## src/rtl/muldiv_pkg.sv

```systemverilog
// Shared definitions for the multiply/divide unit: op encoding, FSM states
// and per-op class masks with small helper functions.
package muldiv_pkg;

   typedef enum logic [2:0] {
      OP_MUL    = 3'b000,
      OP_MULH   = 3'b001,
      OP_MULHSU = 3'b010,
      OP_MULHU  = 3'b011,
      OP_DIV    = 3'b100,
      OP_DIVU   = 3'b101,
      OP_REM    = 3'b110,
      OP_REMU   = 3'b111
   } op_e;

   typedef enum logic [1:0] {
      ST_IDLE = 2'd0,
      ST_BUSY = 2'd1,
      ST_DONE = 2'd2
   } state_e;

   // Top op bit separates divides from multiplies.
   localparam int OP_DIV_BIT = 2;

   // Bit i set when op i treats that operand as signed. MUL is handled as
   // unsigned because its low product half does not depend on signedness.
   localparam logic [7:0] OPS_SIGNED_A = 8'b0101_0110; // MULH MULHSU DIV REM
   localparam logic [7:0] OPS_SIGNED_B = 8'b0101_0010; // MULH DIV REM
   localparam logic [7:0] OPS_REM      = 8'b1100_0000; // REM REMU

   function automatic logic is_div(input op_e op);
      return op[OP_DIV_BIT];
   endfunction

   function automatic logic signed_a(input op_e op);
      return OPS_SIGNED_A[op];
   endfunction

   function automatic logic signed_b(input op_e op);
      return OPS_SIGNED_B[op];
   endfunction

   function automatic logic is_rem(input op_e op);
      return OPS_REM[op];
   endfunction

endpackage

```

## src/rtl/muldiv_if.sv

```systemverilog
// Request/response handshake bundle between a requester and muldiv_unit.
interface muldiv_if #(
   parameter int XLEN = 32
);
   logic            i_valid;
   logic            o_ready;
   logic [2:0]      i_op;
   logic [XLEN-1:0] i_operand_a;
   logic [XLEN-1:0] i_operand_b;
   logic            i_flush;
   logic            o_valid;
   logic            i_ready;
   logic [XLEN-1:0] o_result;

   // The unit side.
   modport slave (
      input  i_valid, i_op, i_operand_a, i_operand_b, i_flush, i_ready,
      output o_ready, o_valid, o_result
   );

   // The requester side.
   modport master (
      output i_valid, i_op, i_operand_a, i_operand_b, i_flush, i_ready,
      input  o_ready, o_valid, o_result
   );
endinterface

```

## src/rtl/muldiv_iter.sv

```systemverilog
// Iteration engine shared by multiply and divide. Operates on unsigned
// magnitudes only; sign handling lives in the parent.
//   multiply: {hi,lo} starts as {0, multiplier}; each step conditionally adds
//             the multiplicand to hi and shifts the pair right one bit.
//   divide:   {hi,lo} starts as {0, dividend}; each step shifts left into hi
//             and trial-subtracts the divisor (restoring), shifting the
//             quotient bit into lo.
// nxt_hi/nxt_lo expose the step result combinationally so the parent can
// capture the final answer on the same edge as the last step.
module muldiv_iter #(
   parameter int XLEN = 32
) (
   input  logic            i_clk,
   input  logic            i_rst_n,
   input  logic            start,
   input  logic            clear,
   input  logic            en,
   input  logic            div_mode,
   input  logic [XLEN-1:0] a_mag,
   input  logic [XLEN-1:0] b_mag,
   output logic [XLEN-1:0] nxt_hi,
   output logic [XLEN-1:0] nxt_lo,
   output logic            last
);
   localparam int CW = $clog2(XLEN);

   logic [XLEN-1:0] hi, lo, opnd;
   logic [CW-1:0]   cnt;
   logic            mode;
   logic [XLEN:0]   mul_sum, div_shift, div_diff;

   assign last = (cnt == CW'(XLEN - 1));

   // One add/subtract step for the current mode.
   always_comb begin
      mul_sum   = {1'b0, hi} + (lo[0] ? {1'b0, opnd} : '0);
      div_shift = {hi, lo[XLEN-1]};
      div_diff  = div_shift - {1'b0, opnd};
      nxt_hi    = mul_sum[XLEN:1];
      nxt_lo    = {mul_sum[0], lo[XLEN-1:1]};
      if (mode) begin
         // Borrow out (MSB set) means the divisor did not fit: restore.
         if (!div_diff[XLEN]) begin
            nxt_hi = div_diff[XLEN-1:0];
            nxt_lo = {lo[XLEN-2:0], 1'b1};
         end else begin
            nxt_hi = div_shift[XLEN-1:0];
            nxt_lo = {lo[XLEN-2:0], 1'b0};
         end
      end
   end

   // Load on start, step while enabled, wipe on reset or flush.
   always_ff @(posedge i_clk or negedge i_rst_n) begin
      if (!i_rst_n) begin
         hi   <= '0;
         lo   <= '0;
         opnd <= '0;
         cnt  <= '0;
         mode <= 1'b0;
      end else if (clear) begin
         hi   <= '0;
         lo   <= '0;
         opnd <= '0;
         cnt  <= '0;
         mode <= 1'b0;
      end else if (start) begin
         hi   <= '0;
         lo   <= a_mag;
         opnd <= b_mag;
         cnt  <= '0;
         mode <= div_mode;
      end else if (en) begin
         hi   <= nxt_hi;
         lo   <= nxt_lo;
         cnt  <= cnt + 1'b1;
      end
   end

endmodule

```

## src/rtl/muldiv_unit.sv

```systemverilog
// Iterative RISC-V style multiply/divide unit with valid/ready handshake.
// Divide-by-zero and signed overflow complete straight from IDLE; all other
// ops spend XLEN cycles in BUSY. Defining MULDIV_FAST_MUL_EN replaces the
// iterative multiply with a single-cycle combinational multiplier.
module muldiv_unit
   import muldiv_pkg::*;
#(
   parameter int XLEN = 32
) (
   input  logic    i_clk,
   input  logic    i_rst_n,
   muldiv_if.slave bus
);
   localparam logic [XLEN-1:0] MOST_NEG = {1'b1, {(XLEN-1){1'b0}}};

   state_e            state, state_nx;
   op_e               op_in, op_q;
   logic              accept, short_path, div_zero, sgn_ovf, fast_mul;
   logic              a_neg, b_neg, q_neg_q, a_neg_q;
   logic [XLEN-1:0]   a_mag, b_mag, short_res, fix_res, result_q;
   logic              iter_start, iter_en, iter_clear, iter_last;
   logic [XLEN-1:0]   nxt_hi, nxt_lo, quo_fix, rem_fix;
   logic [2*XLEN-1:0] prod, prod_fix;

   assign op_in  = op_e'(bus.i_op);
   // Flush wins over a request presented in IDLE.
   assign accept = bus.i_valid & ~bus.i_flush & (state == ST_IDLE);

   // Operand magnitudes and special-case detection on the incoming request.
   always_comb begin
      a_neg    = signed_a(op_in) & bus.i_operand_a[XLEN-1];
      b_neg    = signed_b(op_in) & bus.i_operand_b[XLEN-1];
      a_mag    = a_neg ? -bus.i_operand_a : bus.i_operand_a;
      b_mag    = b_neg ? -bus.i_operand_b : bus.i_operand_b;
      div_zero = is_div(op_in) & (bus.i_operand_b == '0);
      sgn_ovf  = ((op_in == OP_DIV) | (op_in == OP_REM)) &
                 (bus.i_operand_a == MOST_NEG) & (bus.i_operand_b == '1);
   end

`ifdef MULDIV_FAST_MUL_EN
   logic [2*XLEN-1:0] fm_a, fm_b, fm_p;
   assign fm_a     = {{XLEN{signed_a(op_in) & bus.i_operand_a[XLEN-1]}}, bus.i_operand_a};
   assign fm_b     = {{XLEN{signed_b(op_in) & bus.i_operand_b[XLEN-1]}}, bus.i_operand_b};
   assign fm_p     = fm_a * fm_b;
   assign fast_mul = ~is_div(op_in);
`else
   assign fast_mul = 1'b0;
`endif

   assign short_path = div_zero | sgn_ovf | fast_mul;

   // Result for requests that complete without iterating.
   always_comb begin
      short_res = '0;
      if (div_zero) begin
         short_res = is_rem(op_in) ? bus.i_operand_a : '1;
      end else if (sgn_ovf) begin
         short_res = (op_in == OP_DIV) ? bus.i_operand_a : '0;
      end
`ifdef MULDIV_FAST_MUL_EN
      else if (fast_mul) begin
         short_res = (op_in == OP_MUL) ? fm_p[XLEN-1:0] : fm_p[2*XLEN-1:XLEN];
      end
`endif
   end

   // Sign fix-up of the final iteration step, selected by the latched op.
   always_comb begin
      prod     = {nxt_hi, nxt_lo};
      prod_fix = q_neg_q ? -prod : prod;
      quo_fix  = q_neg_q ? -nxt_lo : nxt_lo;
      rem_fix  = a_neg_q ? -nxt_hi : nxt_hi;
      fix_res  = '0;
      case (op_q)
         OP_MUL:                       fix_res = prod_fix[XLEN-1:0];
         OP_MULH, OP_MULHSU, OP_MULHU: fix_res = prod_fix[2*XLEN-1:XLEN];
         OP_DIV, OP_DIVU:              fix_res = quo_fix;
         OP_REM, OP_REMU:              fix_res = rem_fix;
         default:                      fix_res = '0;
      endcase
   end

   muldiv_iter #(.XLEN(XLEN)) u_iter (
      .i_clk    (i_clk),
      .i_rst_n  (i_rst_n),
      .start    (iter_start),
      .clear    (iter_clear),
      .en       (iter_en),
      .div_mode (is_div(op_in)),
      .a_mag    (a_mag),
      .b_mag    (b_mag),
      .nxt_hi   (nxt_hi),
      .nxt_lo   (nxt_lo),
      .last     (iter_last)
   );

   // FSM state register.
   always_ff @(posedge i_clk or negedge i_rst_n) begin
      if (!i_rst_n) state <= ST_IDLE;
      else          state <= state_nx;
   end

   // FSM next-state logic.
   always_comb begin
      state_nx = state;
      case (state)
         ST_IDLE: if (accept) state_nx = short_path ? ST_DONE : ST_BUSY;
         ST_BUSY: begin
            if (bus.i_flush)    state_nx = ST_IDLE;
            else if (iter_last) state_nx = ST_DONE;
         end
         // Return to IDLE only; a new request waits for the next cycle.
         ST_DONE: if (bus.i_flush | bus.i_ready) state_nx = ST_IDLE;
         default: state_nx = ST_IDLE;
      endcase
   end

   // FSM outputs: handshake flags and iteration engine control.
   always_comb begin
      bus.o_ready = (state == ST_IDLE);
      bus.o_valid = (state == ST_DONE);
      iter_start  = accept & ~short_path;
      iter_en     = (state == ST_BUSY) & ~bus.i_flush;
      iter_clear  = (state == ST_BUSY) & bus.i_flush;
   end

   // Latch op class and sign flags of the accepted request.
   always_ff @(posedge i_clk or negedge i_rst_n) begin
      if (!i_rst_n) begin
         op_q    <= OP_MUL;
         q_neg_q <= 1'b0;
         a_neg_q <= 1'b0;
      end else if (accept) begin
         op_q    <= op_in;
         q_neg_q <= a_neg ^ b_neg;
         a_neg_q <= a_neg;
      end
   end

   // Result register: written on entry to DONE, held until the next one.
   always_ff @(posedge i_clk or negedge i_rst_n) begin
      if (!i_rst_n) begin
         result_q <= '0;
      end else if (accept & short_path) begin
         result_q <= short_res;
      end else if ((state == ST_BUSY) & iter_last & ~bus.i_flush) begin
         result_q <= fix_res;
      end
   end

   assign bus.o_result = result_q;

endmodule

```

## src/flat_wrapper.sv

```systemverilog
// flat-port wrapper written by rule: the top's interface ports become plain ports
module muldiv_unit_flat import muldiv_pkg::*;
#(
   parameter int XLEN = 32
)
  (i_clk, i_rst_n, bus_i_valid, bus_i_op, bus_i_operand_a, bus_i_operand_b, bus_i_flush, bus_i_ready, bus_o_ready, bus_o_valid, bus_o_result);
  muldiv_if #(.XLEN(XLEN)) bus_i ();
  input  logic i_clk;
  input  logic i_rst_n;
  input wire logic [$bits(bus_i.i_valid)-1:0] bus_i_valid;
  input wire logic [$bits(bus_i.i_op)-1:0] bus_i_op;
  input wire logic [$bits(bus_i.i_operand_a)-1:0] bus_i_operand_a;
  input wire logic [$bits(bus_i.i_operand_b)-1:0] bus_i_operand_b;
  input wire logic [$bits(bus_i.i_flush)-1:0] bus_i_flush;
  input wire logic [$bits(bus_i.i_ready)-1:0] bus_i_ready;
  output wire logic [$bits(bus_i.o_ready)-1:0] bus_o_ready;
  output wire logic [$bits(bus_i.o_valid)-1:0] bus_o_valid;
  output wire logic [$bits(bus_i.o_result)-1:0] bus_o_result;
  assign bus_i.i_valid = bus_i_valid;
  assign bus_i.i_op = bus_i_op;
  assign bus_i.i_operand_a = bus_i_operand_a;
  assign bus_i.i_operand_b = bus_i_operand_b;
  assign bus_i.i_flush = bus_i_flush;
  assign bus_i.i_ready = bus_i_ready;
  assign bus_o_ready = bus_i.o_ready;
  assign bus_o_valid = bus_i.o_valid;
  assign bus_o_result = bus_i.o_result;
  muldiv_unit #(.XLEN(XLEN)) u_core (.i_clk(i_clk), .i_rst_n(i_rst_n), .bus(bus_i));
endmodule
```

## config.mk

```make
export PLATFORM = sky130hd
export DESIGN_NAME = muldiv_unit_flat
export DESIGN_NICKNAME = d
export VERILOG_FILES = /design/src/rtl/muldiv_pkg.sv /design/src/rtl/muldiv_if.sv /design/src/rtl/muldiv_iter.sv /design/src/rtl/muldiv_unit.sv /design/src/flat_wrapper.sv
export SDC_FILE = /design/constraint.sdc
export NUM_CORES = 1
export LEC_CHECK = 0
export ABC_AREA = 1
export CORE_MARGIN = 2
export CORE_UTILIZATION = 47
export DETAILED_ROUTE_END_ITERATION = 7
export GPL_ROUTABILITY_DRIVEN = 0
export PLACE_DENSITY = 0.65
export SLEW_MARGIN = 20
export SYNTH_ARGS = -nofsm -noshare
export SYNTH_HDL_FRONTEND = slang
export SYNTH_SLANG_ARGS = --single-unit
```

## constraint.sdc

```tcl
create_clock -name i_clk -period 7.9 [get_ports i_clk]
set_input_delay 1.58 -clock i_clk [delete_from_list [all_inputs] [get_ports i_clk]]
set_output_delay 1.58 -clock i_clk [all_outputs]
set_load 0.1 [all_outputs]
```

==> results.sh <==
export IMPL_ys_warn_count=0
export IMPL_ir_worst_vdd_mv=0.197
export IMPL_powerDensity_nw_per_um2=337
export IMPL_via_per_inst=5.84
export IMPL_synth_area_um2=17500
export IMPL_critical_path_max_stage_delay_ns=0.90
export IMPL_crit_slowest_cell="clkinv_1"
export IMPL_yosys_area_top_type="nand2_1"
export IMPL_critPathKind="in -> reg"
export IMPL_htreeDepth=4
export IMPL_antenna_found_initial=0
export IMPL_initial_utilization=0.477
export IMPL_setup_tns_ns=0
export IMPL_ys_ff_latch=141
export IMPL_synth_edff_count=0
export IMPL_postCtsHoldBufs=0
export IMPL_wirelength_mm=71.2
export IMPL_register_area_um2=3530
export IMPL_coreArea_um2=36600
export IMPL_slew_limit_headroom=0.217
export IMPL_hold_slack_ns=0.522
export IMPL_dp_final_hpwl_mm=57.2
export IMPL_clock_path_buffers=2
export IMPL_io_buffers=105
export IMPL_maxCapViolations=0
export IMPL_drt_iter0_markers=2603
export IMPL_rsz0062_at_grt="false"
export IMPL_drtAntennaViolNets=0
export IMPL_cp_arrival_ns=6.58
export IMPL_track_usage=0.362
export IMPL_crit_fanout=33
export IMPL_worst_path_buf_inv=5
export IMPL_outcome="complete, no violations"
export IMPL_grt_pass1_wl_mm=107
export IMPL_slew_viol_final=0
export IMPL_holdPathEnd="u_core.state[1]"
export IMPL_hold_path_depth=1
export IMPL_ios=106
export IMPL_clk_pin_slew_worst_paths_ns=0.07
export IMPL_final_core_util=0.530
export IMPL_wl_per_cell_um=20.1
export IMPL_die_area_um2=38700
export IMPL_drive_gt1_frac=0.0560
export IMPL_drt_pass1_iter_count=7
export IMPL_synth_common_cells="944 x nand2_1, 434 x inv_1, 291 x nor2_1, 262 x nand3_1, 155 x o21ai_0"
export IMPL_multi_input_area_um2=11900
export IMPL_grt_max_degree=100
export IMPL_min_path_type="reg -> reg"
export IMPL_async_flop_share=1.00
export IMPL_synth_area_leaders="nand2_1 20%, dfrtp_1 20%, inv_1 9.3%"
export IMPL_finalNetCount=3206
export IMPL_die_w_um=197
export IMPL_fmax_mhz=160
export IMPL_grt_ovfl_total=0
export IMPL_fillCellCount=3861
export IMPL_clk_latency_ns=0.44
export IMPL_syn_inst=3013
export IMPL_yosysUniqueCellTypes=63
export IMPL_yosysSeqAreaShare=0.202
export IMPL_r2r_start="u_core.u_iter.opnd[0]"
export IMPL_rows=70
export IMPL_rr_worst_depth=31
export IMPL_min_from="u_core.state[0]"
export IMPL_cts_root_buf="clkbuf_16"
export IMPL_die_y_um=197
export IMPL_skew_ns=0.0130
export IMPL_synth_flop_cell="dfrtp_1"
export IMPL_setup_viol=0
export IMPL_cts_resized_gates=0
export IMPL_cp_data_required_time_ns=8.22
export IMPL_grt_pass1_vias=18493
export IMPL_power_total_mw=6.54
export IMPL_p_leak_nw=10.2
export IMPL_worstMarginPinSlew_ns=1.17
export IMPL_num_antenna_cells=0
export IMPL_area_growth_pct=11.1
export IMPL_worstSetupStartpoint="bus_i_operand_a[0]"
export IMPL_route_detailed_drc=0
export IMPL_hold_viol=0
export IMPL_vias=20670
export IMPL_r2r_setup_slack_ns=2.27
export IMPL_endpoint_kind="register"
export IMPL_syn_avg_cell_area_um2=5.79
export IMPL_synth_most_common_cell="nand2_1"
export IMPL_crit_family="simple AND/OR/NAND/NOR gates"
export IMPL_period_minus_slack_ns=6.26
export IMPL_cts_sinks=141
export IMPL_cts_buffers=17
export IMPL_syn_nets=3160
export IMPL_regToRegEndpoint="u_core.bus.o_result[12]"
export IMPL_path_cells="clkdlybuf4s50_1 -> inv_1 -> ha_1 -> inv_1 -> nor3_1 -> nand3_1 -> nor3_2 -> nor4b_1 -> nand3_1 -> o41ai_1 -> nand2_1 -> nand2_1 -> buf_4 -> clkinv_1 -> a21oi_1 -> a21oi_1"
export IMPL_critPathLaunchType="primary input"
export IMPL_cts_tree="yes"
export IMPL_synth_top_area_share=0.203
export IMPL_cts_setup_buffers=0
export IMPL_post_route_period_util=0.792
-- through the flow --
stage,setup WS [ns],instances,instance area (um2)
2_1_floorplan,3.85,3013,17500
3_3_place_gp,1.85,3508,18800
3_5_place_dp,1.75,3508,18800
4_1_cts,2.18,3540,19400
5_1_grt,1.33,3540,19400
6_report,1.64,3540,19400
-- flip-flops by register name (all words and copies together), names as in the netlist --
name                 cells
u_core.bus.o_result     32
u_core.u_iter.mode       1
u_core.q_neg_q           1
u_core.u_iter.hi        32
u_core.op_q              3
u_core.a_neg_q           1
u_core.u_iter.lo        32
u_core.state             2
u_core.u_iter.cnt        5
u_core.u_iter.opnd      32
-- how the worst max path moves through the flow --
stage,to,slack [ns],cells past startpoint
6_report,u_core.bus.o_result[31],1.64,16
5_1_grt,u_core.bus.o_result[31],1.33,16
4_1_cts,u_core.u_iter.lo[17],2.18,16
3_5_place_dp,u_core.u_iter.lo[17],1.75,16
3_3_place_gp,u_core.u_iter.lo[1],1.85,16
2_1_floorplan,u_core.bus.o_result[16],3.85,33
-- final cells by class --
class | instances | share of cell area
multi-input cells | 2335 | 0.611
well taps | 468 | 0.0302
repair buffers | 117 | 0.0589
clock buffers | 19 | 0.0228
inverters | 447 | 0.0865
clock inverters | 13 | 0.00806
flip-flops and latches | 141 | 0.182
-- kinds of logic (layout without fill, tap and decap cells) --
| kind of cell | Yosys count | in the layout | share of synthesized area |
|---|---|---|---|
| XOR/XNOR | 97 | 97 | 0.0487 |
| multiplexers | 5 | 5 | 0.00287 |
| flip-flops | 141 | 141 | 0.202 |
| adder cells (fa/ha/maj) | 75 | 75 | 0.0546 |
| AND/OR/NAND/NOR | 1698 | 1698 | 0.420 |
| AO/OA/AOI/OAI | 460 | 460 | 0.151 |
| buffers and inverters | 537 | 596 | 0.120 |
-- routing by layer --
| metal | vias up | global-route usage | wire length (um) |
|---|---|---|---|
| met1 | 9488 | 0.505 | 30000 |
| met4 | 0 | 0.148 | 3000 |
| met5 | - | 0 | 0 |
| met3 | 180 | 0.0892 | 9000 |
| li1 | 9781 | - | - |
| met2 | 1221 | 0.534 | 29200 |
-- power by group --
group | switching, mW | internal [mW] | leakage (nW)
Clock | 0.373 | 0.483 | 0.292
Combinational | 3.31 | 1.33 | 8.01
Sequential | 0.168 | 0.867 | 1.88
-- placed cells by master (no fill, tap or decap), types with 4 or more instances in the layout --
| master | count |
|---|---|
| nor4_1 | 10 |
| nor2_4 | 6 |
| inv_2 | 7 |
| a21o_1 | 4 |
| o21ai_0 | 155 |
| o21a_1 | 12 |
| ha_1 | 73 |
| nand2_4 | 8 |
| buf_4 | 12 |
| clkdlybuf4s50_1 | 104 |
| nor2_1 | 290 |
| nor3_2 | 4 |
| nand3b_1 | 12 |
| nor3_1 | 37 |
| inv_1 | 433 |
| a21oi_1 | 143 |
| o21ai_1 | 13 |
| dfrtp_1 | 139 |
| o22ai_1 | 78 |
| o21bai_1 | 8 |
| o21ai_2 | 6 |
| o31ai_1 | 4 |
| a31oi_1 | 4 |
| nor2_2 | 22 |
| and2_1 | 5 |
| a21oi_2 | 8 |
| nand3_1 | 262 |
| o211ai_1 | 8 |
| nand2_1 | 942 |
| clkinv_1 | 7 |
| or2_2 | 10 |
| xnor2_1 | 23 |
| xor2_1 | 74 |
| nand2_2 | 35 |
| mux2i_1 | 5 |
| clkinv_4 | 4 |
| clkbuf_16 | 17 |
| nand4_1 | 37 |
| nand3_2 | 8 |
No activity file was read; power rests on OpenSTA's default activity.
